--- config.mk ---
export PLATFORM = sky130hd
export DESIGN_NAME = alu_cmd_sequencer
export DESIGN_NICKNAME = d
export VERILOG_FILES = /design/src/rtl/alu_cmd_sequencer.sv
export SDC_FILE = /design/constraint.sdc
export NUM_CORES = 1
export LEC_CHECK = 0
export BUFFER_PORTS_ARGS = -buffer_cell sky130_fd_sc_hd__clkbuf_2
export CAP_MARGIN = 5
export CORE_MARGIN = 2
export CORE_UTILIZATION = 60
export CTS_BUF_LIST = sky130_fd_sc_hd__clkbuf_4
export DETAILED_ROUTE_END_ITERATION = 10
export PLACE_DENSITY = 0.9
export SETUP_SLACK_MARGIN = 0.05
export SYNTH_ARGS = -nofsm -noshare
export SYNTH_HDL_FRONTEND = slang
export SYNTH_SLANG_ARGS = --single-unit
--- constraint.sdc ---
create_clock -name clk -period 3.65 [get_ports clk]
set_clock_uncertainty 0.05 [all_clocks]
set_input_delay 0.5475 -clock clk [delete_from_list [all_inputs] [get_ports clk]]
set_output_delay 0.5475 -clock clk [all_outputs]
set_load 0.05 [all_outputs]
--- src/rtl/alu_cmd_sequencer.sv ---
// Queues ALU commands in a FIFO and issues them one at a time to a multi-cycle ALU.
// Each result is held for the downstream consumer; an ALU that never answers yields an error result.
module alu_cmd_sequencer #(
    parameter int unsigned DEPTH   = 4,
    parameter int unsigned TIMEOUT = 8
) (
    input  logic                     clk,
    input  logic                     reset_n,
    input  logic                     cmd_valid,
    output logic                     cmd_ready,
    input  logic [1:0]               cmd_a,
    input  logic [1:0]               cmd_b,
    input  logic [1:0]               cmd_op,
    output logic                     alu_start,
    output logic [1:0]               alu_a,
    output logic [1:0]               alu_b,
    output logic [1:0]               alu_op,
    input  logic                     alu_done,
    input  logic [2:0]               alu_y,
    output logic                     res_valid,
    input  logic                     res_ready,
    output logic [2:0]               res_data,
    output logic                     res_err,
    output logic [$clog2(DEPTH):0]   fifo_count
);

    localparam int unsigned PTR_W = $clog2(DEPTH);
    localparam int unsigned CNT_W = PTR_W + 1;
    localparam int unsigned TMO_W = $clog2(TIMEOUT);

    typedef struct packed {
        logic [1:0] a;
        logic [1:0] b;
        logic [1:0] op;
    } cmd_t;

    typedef enum logic [1:0] {IDLE, ISSUE, WAIT} state_t;

    cmd_t               mem [DEPTH];
    logic [PTR_W-1:0]   wr_ptr, rd_ptr;
    state_t             state, state_n;
    logic [TMO_W-1:0]   wcnt, wcnt_n;
    logic               push, pop;
    logic [CNT_W-1:0]   count_n;
    cmd_t               head;
    logic               alu_start_n;
    logic [1:0]         alu_a_n, alu_b_n, alu_op_n;
    logic               res_valid_n, res_err_n;
    logic [2:0]         res_data_n;

    assign push    = cmd_valid && cmd_ready;
    assign head    = mem[rd_ptr];
    assign count_n = fifo_count + CNT_W'(push) - CNT_W'(pop);

    // Command storage; contents are don't-care until written, so no reset.
    always_ff @(posedge clk) begin
        if (push) begin
            mem[wr_ptr] <= '{a: cmd_a, b: cmd_b, op: cmd_op};
        end
    end

    // Next-state and output decode.
    always_comb begin
        state_n     = state;
        wcnt_n      = wcnt;
        pop         = 1'b0;
        alu_start_n = 1'b0;
        alu_a_n     = alu_a;
        alu_b_n     = alu_b;
        alu_op_n    = alu_op;
        res_valid_n = res_valid;
        res_data_n  = res_data;
        res_err_n   = res_err;

        if (res_valid && res_ready) begin
            res_valid_n = 1'b0;
        end

        case (state)
            IDLE: begin
                // A pending result blocks issue so results can never overwrite each other.
                if (fifo_count != '0 && !res_valid) begin
                    pop         = 1'b1;
                    state_n     = ISSUE;
                    alu_start_n = 1'b1;
                    alu_a_n     = head.a;
                    alu_b_n     = head.b;
                    alu_op_n    = head.op;
                end
            end
            ISSUE: begin
                state_n = WAIT;
                wcnt_n  = '0;
            end
            WAIT: begin
                // Completion takes priority over the final timeout cycle.
                if (alu_done) begin
                    res_valid_n = 1'b1;
                    res_data_n  = alu_y;
                    res_err_n   = 1'b0;
                    wcnt_n      = '0;
                    state_n     = IDLE;
                end else if (wcnt == TMO_W'(TIMEOUT - 1)) begin
                    res_valid_n = 1'b1;
                    res_data_n  = 3'b000;
                    res_err_n   = 1'b1;
                    wcnt_n      = '0;
                    state_n     = IDLE;
                end else begin
                    wcnt_n = wcnt + TMO_W'(1);
                end
            end
            default: state_n = IDLE;
        endcase
    end

    // State and registered outputs.
    always_ff @(posedge clk or negedge reset_n) begin
        if (!reset_n) begin
            state      <= IDLE;
            wcnt       <= '0;
            wr_ptr     <= '0;
            rd_ptr     <= '0;
            fifo_count <= '0;
            cmd_ready  <= 1'b1;
            alu_start  <= 1'b0;
            alu_a      <= '0;
            alu_b      <= '0;
            alu_op     <= '0;
            res_valid  <= 1'b0;
            res_data   <= '0;
            res_err    <= 1'b0;
        end else begin
            state      <= state_n;
            wcnt       <= wcnt_n;
            fifo_count <= count_n;
            cmd_ready  <= (count_n < CNT_W'(DEPTH));
            alu_start  <= alu_start_n;
            alu_a      <= alu_a_n;
            alu_b      <= alu_b_n;
            alu_op     <= alu_op_n;
            res_valid  <= res_valid_n;
            res_data   <= res_data_n;
            res_err    <= res_err_n;
            if (push) begin
                wr_ptr <= wr_ptr + PTR_W'(1);
            end
            if (pop) begin
                rd_ptr <= rd_ptr + PTR_W'(1);
            end
        end
    end

endmodule

==> run metrics <==
share of layout cells above drive strength 1=35.0%; initial antenna violation count=0; number of synthesized flops with an enable pin=24; DRT antenna net count=0; setup TNS=0 ps; slew margin rel.=58.2%; max-slew violations=0; Die Y=62.2 um; crit-path most repeated cell=inv_1; total gr overflow=0; deepest clock path buffer count=2; H-tree depth=2; n_diodes=0; Arr. time, crit path=2810 ps; Design Power=2.14 mW; core area=~3300 um2; VDD IR-drop max=0.463 mV; slowest stage delay, CP=430 ps; global router's overall resource usage=20.5%; Seq/Total Area, Yosys=66.4%; Clock Latency Late Sink=360 ps; CTS tree=built; largest net degree at the start of global routing=26; Die X-Extent=62.2 um; Hold WC Path Type=in2async; Critical Path Start Type=flip-flop; starting density of the core=61.8%; FMAX=~0.39 GHz; routed length per placed instance=17.0 um; Seq cells post-synth=between 40 and 50; 1st-iter DRT viols=69; Final nets=183; Syn Nets=149; CTS Sinks=49; crit share post-route=71.1%; CTS root buffer=clkbuf_4; routability cong.=0.702; total number of vias=1084; hold buffer count at cts=0; vias in the first global route=1182; final setup fails=0; Final min period=2600 ps; total clock buffers created by CTS=5; Rows=21; Syn. warnings=0; Yosys cell types=25; Layout area overhead=12.6%; Post-Syn Area=2030 um2; Worst-Margin Slew=627 ps; post-CTS sizing=0; Avg Cell Area, Syn=~17 um2; commonest non-fill, non-tap cell in the layout=clkbuf_2; Register Area=1350 um2; Total Wirelength=3440 um; io pins=30; WS Path Type=reg2reg; Die ar.=roughly 3900 um2; first-pass GRT wire length=5880 um; unrepaired setup endpoints after global routing=false; Post-synth top flop=edfxtp_1; post-synthesis async set-or-reset flop share=51.0%; clk slew on worst S/H paths=140 ps; PwrDens=935 nW/um2; Worst path slowest cell=dfrtp_1; MaxCap Viol Count=0; vias per cell=5.34; worst-path cell chain=inv_1 > ha_1 > nor3b_2 > buf_4 > ha_1 > inv_1 > ha_1 > inv_1 > fa_1 > xnor2_1 > xor2_1 > inv_1; CP required=between 3000 and 4000 ps; worst-path fanout max=10; TritonRoute pass-1 iters=4; crit end category=flip-flop; post-detail-place hpwl=2510 um; residual DRC count=0; filler cell count=222; commonest non-fill, non-tap cells in the layout=29 x clkbuf_2, 24 x dfrtp_1, 24 x edfxtp_1, 12 x inv_1, 12 x ha_1; Final Hold Vio Count=0; setup bufs post-CTS=0; Multi-input gate area=about 620 um2; synthesized instance count=122; # port buffers=29; status=complete, no violations; Leak Pwr=between 0.9 and 1 nW
sequential cells by signal (all words and copies together), names as in the netlist:
name and flops:
mem 24, fifo_count 3, res_data 3, wcnt 3, alu_a 2, alu_b 2, alu_op 2, rd_ptr 2
state 2, wr_ptr 2, alu_start 1, cmd_ready 1, res_err 1, res_valid 1
final timing paths:
kind                        startpoint       endpoint  slack [ps]  depth (start not counted)
setup / recovery              state[0]  fifo_count[2]        1050                         12
hold / removal                 reset_n        wcnt[2]         130                          1
setup reg to reg              state[0]  fifo_count[2]        1050                         12
hold reg to reg            res_data[0]    res_data[0]         470                          1
max in group asynchronous      reset_n  fifo_count[1]        3020                          1
min in group clk             res_ready      res_valid         300                          2
synthesized netlist by cell type (all sizes together), types with 2 or more instances:
library cell / instances / area, um2
and3: 4 / 25.0
o21ai: 5 / 25.0
a32o: 3 / 30.0
nand2: 4 / 15.0
a21oi: 2 / 10.0
xor2: 2 / 17.5
xnor2: 3 / 26.3
ha: 12 / 150
o22ai: 2 / 12.5
mux4: 6 / 135
buf: 3 / 20.0
dfrtp: 24 / 601
edfxtp: 24 / 721
inv: 12 / 45.0
mux2: 9 / 124
report_power, final:
group          internal (mW)  total (mW)  leakage [nW]  switching (mW)
registers              0.759       0.897         0.525           0.138
logic                  0.383       0.987         0.445           0.603
clock network         0.0829       0.253        0.0279           0.170
total                   1.23        2.14         0.997           0.911
stage by stage:
| step | hold WS [ps] | std cells | worst slack (ps) | util, % | instance area, um2 |
|---|---|---|---|---|---|
| 3_3_place_gp | 423 | 195 | 1250 | 67.8 | 2230 |
| 4_1_cts | 139 | 203 | 1030 | 69.6 | 2290 |
| 3_5_place_dp | 432 | 195 | 1090 | 67.8 | 2230 |
| 5_1_grt | 154 | 203 | 831 | 69.6 | 2290 |
| 2_1_floorplan | 202 | 122 | 989 | - | 2030 |
| 6_report | 128 | 203 | 1050 | 69.6 | 2290 |
kinds of logic after synthesis:
family / count (synthesis) / synth area share (%)
muxes: 15 / 12.8
AOI/OAI and AO/OA: 12 / 3.82
adders and majority gates: 13 / 8.38
buffers and inverters: 15 / 3.20
xor gates and xnor gates: 5 / 2.16
DFF: 49 / 66.4
and+or+nand+nor: 13 / 3.33
routing by layer:
layer / wire length (um) / vias up / GRT usage [%]
li1: - / 506 / -
met1: 1500 / 557 / 27.7
met2: 1800 / 16 / 33.0
met3: 90 / 5 / 4.89
met4: 52 / 0 / 7.50
met5: 0 / - / 0
layout make-up:
| cell class | count | area share (%) |
|---|---|---|
| clock buffer | 6 | 1.97 |
| sequential | 49 | 58.9 |
| tap | 46 | 2.52 |
| multi-input combinational | 58 | 27.3 |
| inverter | 12 | 1.97 |
| clock inverter | 2 | 0.657 |
| timing repair buffer | 30 | 6.68 |
worst max-delay path, delay by kind of cell, from the launching register on:
| family | cells | cell delay [ps] |
|---|---|---|
| adders and majority gates | 4 | 950 |
| buffers and inverters | 5 | 520 |
| DFF | 1 | 430 |
| xor gates and xnor gates | 2 | 390 |
| and+or+nand+nor | 1 | 160 |
Note: power is estimated with default switching activity, not from simulation.
